[src/rtl/agri_ctrl_core.sv]
// -----------------------------------------------------------------------------
// agri_ctrl_core
//   Irrigation control core. Three cooperating blocks share one clock:
//     - startup sequencer : S_IDLE -> S1..S4 -> S_RDY, builds up O1..O4, then H1
//     - timebase counter  : W-bit loadable down-counter, Q / RC
//     - operation FSM     : tank-level fill / irrigate sequencing (O7 / O8)
//   plus an optional level-sensor plausibility alarm (O9).
//
// Build option
//   AGRI_ALARM_EN : when defined, O9 flags non-monotonic tank level readings
//                   (one cycle late). When undefined, O9 is tied low and the
//                   alarm logic is not built.
//
// Ports
//   Ck        clock, everything updates on the rising edge
//   Clr       synchronous active-high reset, beats every other input
//   Start     startup request, only looked at in S_IDLE
//   I1..I4    startup stage confirmations
//   I5/I6/I7  tank level HIGH / MID / LOW sensors
//   O6        process run-permit
//   CE/Ld/D   counter enable / load / load value
//   O1..O4    cumulative startup stage actuators
//   H1        system ready
//   O7/O8     fill valve / irrigation outlet
//   O9        sensor alarm
//   Q/RC      counter value / terminal count (RC is the only combinational out)
// -----------------------------------------------------------------------------
module agri_ctrl_core #(
  parameter int            W       = 4,
  parameter logic [W-1:0]  TC_WRAP = '1
) (
  input  logic         Ck,
  input  logic         Clr,
  input  logic         Start,
  input  logic         I1,
  input  logic         I2,
  input  logic         I3,
  input  logic         I4,
  input  logic         I5,
  input  logic         I6,
  input  logic         I7,
  input  logic         O6,
  input  logic         CE,
  input  logic         Ld,
  input  logic [W-1:0] D,
  output logic         O1,
  output logic         O2,
  output logic         O3,
  output logic         O4,
  output logic         H1,
  output logic         O7,
  output logic         O8,
  output logic         O9,
  output logic [W-1:0] Q,
  output logic         RC
);

  typedef enum logic [2:0] {S_IDLE, S1, S2, S3, S4, S_RDY} init_e;
  typedef enum logic [1:0] {OP_IDLE, OP_FILL, OP_IRR}       op_e;

  init_e        init_q, init_d;
  op_e          op_q,   op_d;
  logic [W-1:0] cnt_q,  cnt_d;
  logic [3:0]   stg_q,  stg_d;   // stg[0]=O1 .. stg[3]=O4
  logic         h1_q,   h1_d;
  logic         o7_q,   o7_d;
  logic         o8_q,   o8_d;

  // ---------------------------------------------------------------------------
  // Startup sequencer: one stage per edge, each stage only listens to its own
  // confirmation, so early confirmations of later stages are simply ignored.
  // ---------------------------------------------------------------------------
  always_comb begin
    init_d = init_q;
    case (init_q)
      S_IDLE:  if (Start) init_d = S1;
      S1:      if (I1)    init_d = S2;
      S2:      if (I2)    init_d = S3;
      S3:      if (I3)    init_d = S4;
      S4:      if (I4)    init_d = S_RDY;
      S_RDY:              init_d = S_RDY;
      default:            init_d = S_IDLE;
    endcase
  end

  // Outputs are decoded from the next state and registered, so they change on
  // the same edge the state does but never glitch from the inputs.
  always_comb begin
    stg_d = 4'b0000;
    case (init_d)
      S1:           stg_d = 4'b0001;
      S2:           stg_d = 4'b0011;
      S3:           stg_d = 4'b0111;
      S4, S_RDY:    stg_d = 4'b1111;
      default:      stg_d = 4'b0000;
    endcase
    h1_d = (init_d == S_RDY);
  end

  // ---------------------------------------------------------------------------
  // Operation FSM. Loss of ready or run-permit wins over level transitions.
  // Uses the registered H1, i.e. the ready flag the outside world sees.
  // ---------------------------------------------------------------------------
  always_comb begin
    op_d = op_q;
    case (op_q)
      OP_IDLE: if (h1_q && O6) op_d = I5 ? OP_IRR : OP_FILL;
      OP_FILL: begin
        if (!h1_q || !O6) op_d = OP_IDLE;
        else if (I5)      op_d = OP_IRR;
      end
      OP_IRR: begin
        if (!h1_q || !O6) op_d = OP_IDLE;
        else if (!I7)     op_d = OP_FILL;
      end
      default: op_d = OP_IDLE;
    endcase
    // One-hot state decode keeps fill and outlet mutually exclusive.
    o7_d = (op_d == OP_FILL);
    o8_d = (op_d == OP_IRR);
  end

  // ---------------------------------------------------------------------------
  // Timebase counter: load beats count; counting down from 0 wraps to TC_WRAP.
  // ---------------------------------------------------------------------------
  always_comb begin
    cnt_d = cnt_q;
    if (Ld)
      cnt_d = D;
    else if (CE)
      cnt_d = (cnt_q == '0) ? TC_WRAP : cnt_q - W'(1);
  end

  always_ff @(posedge Ck) begin
    if (Clr) begin
      init_q <= S_IDLE;
      op_q   <= OP_IDLE;
      cnt_q  <= '0;
      stg_q  <= 4'b0000;
      h1_q   <= 1'b0;
      o7_q   <= 1'b0;
      o8_q   <= 1'b0;
    end else begin
      init_q <= init_d;
      op_q   <= op_d;
      cnt_q  <= cnt_d;
      stg_q  <= stg_d;
      h1_q   <= h1_d;
      o7_q   <= o7_d;
      o8_q   <= o8_d;
    end
  end

  // ---------------------------------------------------------------------------
  // Level-sensor alarm: a healthy tank reads LOW <= MID <= HIGH, so any higher
  // sensor wet while a lower one is dry means a faulty sensor.
  // ---------------------------------------------------------------------------
`ifdef AGRI_ALARM_EN
  logic o9_q, o9_d;

  always_comb begin
    o9_d = (I5 & ~I6) | (I6 & ~I7) | (I5 & ~I7);
  end

  always_ff @(posedge Ck) begin
    if (Clr) o9_q <= 1'b0;
    else     o9_q <= o9_d;
  end

  assign O9 = o9_q;
`else
  logic unused_alarm_in;
  assign unused_alarm_in = I6;
  assign O9 = 1'b0;
`endif

  assign {O4, O3, O2, O1} = stg_q;
  assign H1 = h1_q;
  assign O7 = o7_q;
  assign O8 = o8_q;
  assign Q  = cnt_q;
  // Terminal count is deliberately combinational so it lines up with Q.
  assign RC = CE & (cnt_q == '0);

endmodule

[config.mk]
export PLATFORM = sky130hd
export DESIGN_NAME = agri_ctrl_core
export DESIGN_NICKNAME = d
export VERILOG_FILES = /design/src/rtl/agri_ctrl_core.sv
export SDC_FILE = /design/constraint.sdc
export NUM_CORES = 1
export LEC_CHECK = 0
export ABC_AREA = 1
export BUFFER_PORTS_ARGS = -buffer_cell sky130_fd_sc_hd__clkbuf_2
export CAP_MARGIN = 20
export CORE_UTILIZATION = 43
export CTS_BUF_LIST = sky130_fd_sc_hd__clkbuf_4
export DETAILED_ROUTE_END_ITERATION = 12
export MAX_ROUTING_LAYER = met4
export PLACE_DENSITY = 0.87
export SYNTH_ARGS = -nofsm -noshare
export SYNTH_HDL_FRONTEND = slang
export SYNTH_SLANG_ARGS = --single-unit
[constraint.sdc]
create_clock -name Ck -period 0.9 [get_ports Ck]
set_input_delay 0.27 -clock Ck [delete_from_list [all_inputs] [get_ports Ck]]
set_output_delay 0.27 -clock Ck [all_outputs]
set_load 0.005 [all_outputs]
# Word level (Yosys, flattened, before mapping)
# Cells that the tools add are included.
op_classes:
  add_sub_neg: 1
  eq_ne: 14
  n_mux: 17
  bitwise: 1
  reduce_logical: 9
ops:
  columns: ["cell", "n"]
  rows:
  - ["$pmux W3 S6", 1]
  - ["$pmux W4 S4", 1]
  - ["$mux W3", 5]
  - ["$eq A3 B2 Y1 const B", 4]
  - ["$eq A3 B3 Y1 const B", 4]
  - ["$mux W2", 6]
  - ["$mux W4", 3]
  - ["$eq A3 B1 Y1 const B", 2]
  - ["$pmux W2 S3", 1]
  - ["$eq A2 B1 Y1 const B", 2]
  - ["$eq A2 B2 Y1 const B", 2]
  - ["$logic_not A4 Y1", 1]
  - ["$sub A4 B1 Y4 const B", 1]
  - ["$logic_not A3 Y1", 1]
  - ["$logic_not A1 Y1", 2]
  - ["$logic_not A2 Y1", 1]
  - ["$reduce_bool A2 Y1", 1]
  - ["$reduce_or A2 Y1", 1]
  - ["$and A1 B1 Y1", 1]
  - ["$logic_and A1 B1 Y1", 1]
  - ["$logic_or A1 B1 Y1", 1]
totals:
  reg_bits: 16
  in_bits: 17
  out_inout_bits: 13
  elab_cells: 49

# Longest topological paths before layout
depth:
  ltp_word: 5
  ltp_mapped: 7

# Worst setup path before layout
# No wires, ideal clock.
synth_timing:
  path_kind: "flip-flop to output port"
  start: "reg cnt_q[0] (netlist: Q[0])"
  end: "out RC"
  arrival_time_ps: 827
  required_time_ps: 630
  slack_ps: -197
  path_stages_with_launch: 5
  path_cell_list: "dfxtp_1 > inv_1 > ha_1 > nand2_1 > nor3_1"
synth_via:
  elab_chain_cells: 2
synth_lines:
  columns: ["item", "line_no", "rtl"]
  rows:
  - ["start: declaration", "63", "logic [W-1:0] cnt_q, cnt_d;"]
  - ["start signal: assignment", "146", "cnt_q <= cnt_d;"]
  - ["$logic_not A4 Y1", "183", "assign RC = CE & (cnt_q == '0);"]
  - ["$and A1 B1 Y1", "183", null]
  - ["end: declaration", "55", "output logic RC"]
# Every way passes these cells.

# Worst setup path after layout
# Ends and elaborated chain as after synthesis.

==> impl_results.rst <==
.. list-table::
   :header-rows: 1

   * - Metric
     - Value
   * - Result of the run
     - finished with violations
   * - Violations in the final reports
     - setup timing
   * - Syn Std Cell Area
     - between 700 and 800 sq um
   * - # port buffers
     - 27
   * - CTS Buf Count
     - 3
   * - Per-cell routed wire length
     - 12.5 microns
   * - Yosys top cell by area
     - dfxtp_1
   * - Count of unique library cells instantiated by Yosys
     - 20
   * - Worst slack, placed
     - -200 ps
   * - FMAX
     - between 700 and 800 MHz
   * - Last weighted congestion value of the routability-driven placer
     - 0.835
   * - Overall power
     - 1.60 mW
   * - Post-placement cell area
     - roughly 970 sq um
   * - Final Slew Violations
     - 0
   * - Overall die width
     - around 43 microns
   * - Overflow left after global routing
     - 0
   * - Via count
     - 828
   * - Count of endpoints failing setup in the final report
     - 21
   * - Hold crit path type
     - input pin to flip-flop
   * - Bufs on Longest Clock Path
     - 2
   * - Clock tree from TritonCTS
     - yes
   * - Number of max-cap violations
     - 0
   * - Post-CTS clock slew at the launch and capture registers of the worst setup and hold paths
     - 90 ps
   * - Maximum vdd ir drop
     - 1120 uV
   * - Critical path startpoint category
     - flip-flop
   * - Count of routing violations after the opening detailed-route iteration
     - 16
   * - CP Class
     - flip-flop to primary output
   * - Global-route wire length before repair
     - ~2800 microns
   * - Critical Path Slowest Stage Cell
     - dfxtp_2
   * - Overall track demand over capacity in global routing
     - 0.206
   * - Element type at the critical path end
     - primary output
   * - Non-filler instance count after layout
     - between 150 and 200
   * - Static leakage
     - roughly 0.61 nW
   * - Number of flip-flops and latches in the synthesized netlist
     - 16
   * - Worst endpoint data arrival time
     - ~1200 ps
   * - Top_reg_cell synth
     - dfxtp_1
   * - Number of global-route vias before repair
     - between 700 and 800
   * - Pin count of the biggest net entering global routing
     - 10
   * - Crit path time final
     - about 1400 ps
   * - Die Area
     - 1830 sq um
   * - Avg Cell Area, Syn
     - 7.07 sq um
   * - Antenna fix cells
     - 0
   * - Final standard cell area without fillers
     - 1150 sq um
   * - Yosys warnings
     - 0
   * - Row Count
     - 14
   * - Flip-flop and latch area
     - approximately 350 sq um
   * - Via-to-Cell Ratio
     - around 5
   * - Total number of clock tree sinks
     - 16
   * - Top-area cell type share of the netlist area
     - 0.448
   * - Sequential element share of the synthesized area
     - 0.448
   * - Initial antenna violation count
     - 0
   * - CTS Root Buffer Type
     - clkbuf_4
   * - Count of TritonRoute iterations in the first routing pass
     - 5
   * - Largest stage delay, worst path
     - 340 ps
   * - Area overhead of the layout relative to synthesis
     - 61.5%
   * - Total Negative Setup Slacks
     - -3020 ps
   * - # DRC
     - 0
   * - FF-to-FF setup slack
     - -340 ps
   * - Number of H-tree levels
     - 1
   * - Initial Util
     - 0.469
   * - Mapped Nets
     - roughly 120
   * - Critical path data required time
     - roughly 630 ps
   * - Vertical die dimension
     - ~43 microns
   * - Share of the cycle needed by the critical path after routing
     - 1.58
   * - Number of filler instances in the final layout
     - approximately 120
   * - Area used by multi-input combinational logic
     - around 400 sq um
   * - Clock latency reported for the late side of the worst-skew pair
     - approximately 280 ps
   * - Fraction of layout instances using a drive strength above 1
     - 0.605
   * - Sum of routed wire length over all layers
     - 2040 microns
   * - Core ar.
     - approximately 1500 sq um
   * - Total Nets Final
     - 166
   * - Unrepaired setup endpoints after global routing
     - yes
   * - Main area contributors after synthesis
     - dfxtp_1 45%, nand2_1 8.4%, inv_1 7.9%, nor2_1 7.9%, nand3_1 6.3%
   * - Total power per unit cell area
     - between 1000 and 1500 nW/um^2
   * - Number of enable flip-flop cells after synthesis
     - 0
   * - Largest fanout on the critical path
     - 2
   * - Placed wire-length estimate
     - between 1000 and 1500 microns
   * - Synth Instances
     - a little over 100
   * - Final hold violation count
     - 0
   * - Setup skew after layout
     - 1.94 ps
   * - Count of nets left with antenna violations after detail routing
     - 0
   * - Post-Place Cells
     - roughly 150
   * - I/O Pins
     - 30
   * - FFs w/ async S/R, synth
     - 0
   * - Crit path cell chain
     - inv_2, ha_4, nand2_2, nor3_2, buf_2
   * - Slack of the critical path
     - -518 ps
==> final cells by class <==
| cell class | instances | share of cell area |
|---|---|---|
| Multi-Input combinational cell | 64 | 0.344 |
| Sequential cell | 16 | 0.299 |
| Timing Repair Buffer | 43 | 0.247 |
| Inverter | 20 | 0.0694 |
| Clock buffer | 3 | 0.0195 |
| Tap cell | 16 | 0.0174 |
| Clock inverter | 1 | 0.00325 |
==> where the power goes <==
part,total [mW],internal (mW),switching [mW]
clock,0.375,0.161,0.214
combinational,0.431,0.222,0.209
sequential,0.790,0.748,0.0418
==> metrics by stage <==
| step | hold slack, ps | utilization |
|---|---|---|
| after floorplan | 332 | - |
| final | 268 | 0.757 |
| after CTS | 250 | 0.701 |
| after global routing | 265 | 0.757 |
| after detailed placement | 535 | 0.635 |
| after global placement | 538 | 0.635 |
==> worst max-delay path: cells and delay by family, from the launching register on <==
| kind | cells | cell delay (ps) |
|---|---|---|
| flops | 1 | 340 |
| buf+inv | 2 | 210 |
| simple gates | 2 | 160 |
| fa+ha+maj | 1 | 140 |
==> registers in the layout (all words and copies together) (netlist names) <==
signal,cells
O7,1
stg_q,4
init_q,3
Q,4
op_q,2
O8,1
H1,1
==> worst paths after layout <==
kind | startpoint | end | cells past startpoint
min | I4 | H1$_SDFF_PP0_ | 3
min reg2reg | H1$_SDFF_PP0_ | O8$_SDFF_PP0_ | 2
max | Q[0]$_SDFFE_PP0P_ | RC | 5
max reg2reg | Q[0]$_SDFFE_PP0P_ | Q[2]$_SDFFE_PP0P_ | 8
==> cell usage in the layout, fill, tap and decap left out, drive strengths merged <==
cell,count
buf,20
o21a,1
dfxtp,16
o211ai,1
inv,20
nand3,10
clkbuf,26
nand2,17
ha,1
o21ai,7
a21oi,3
a22oi,1
clkinv,1
conb,1
nand4,3
nor3,2
nor2,17
==> synth_stat cells, drive strengths merged, types with 2 or more instances <==
cell type	count
inv	20
nand2	17
nor2	17
dfxtp	16
nand3	10
o21ai	7
a21oi	3
nand4	3
nor3	2
==> repair_timing <==
action	4_1_cts	5_1_grt
endpoints found under the setup margin	23	23
buffers inserted	4	4
hold buffers	0	0
pin swaps	6	13
resized for setup	20	21
==> routing by layer <==
metal	GRT usage	share of wire	up-vias
met3	0.0383	0.056	7
met4	0.0938	0.019	0
met5	-	0	-
met1	0.212	0.37	371
li1	-	-	411
met2	0.373	0.56	39
==> kinds of logic (layout without fill, tap and decap cells) <==
| family | after synthesis | count (layout) | synth area share |
|---|---|---|---|
| AND/OR/NAND/NOR | 49 | 49 | 0.306 |
| flip-flops | 16 | 16 | 0.448 |
| AO/OA/AOI/OAI | 13 | 13 | 0.107 |
| adder cells (fa/ha/maj) | 1 | 1 | 0.0175 |
| buffers and inverters | 21 | 67 | 0.116 |
| other | 1 | 1 | 0.00525 |
Power figures use the tool's default switching activity.
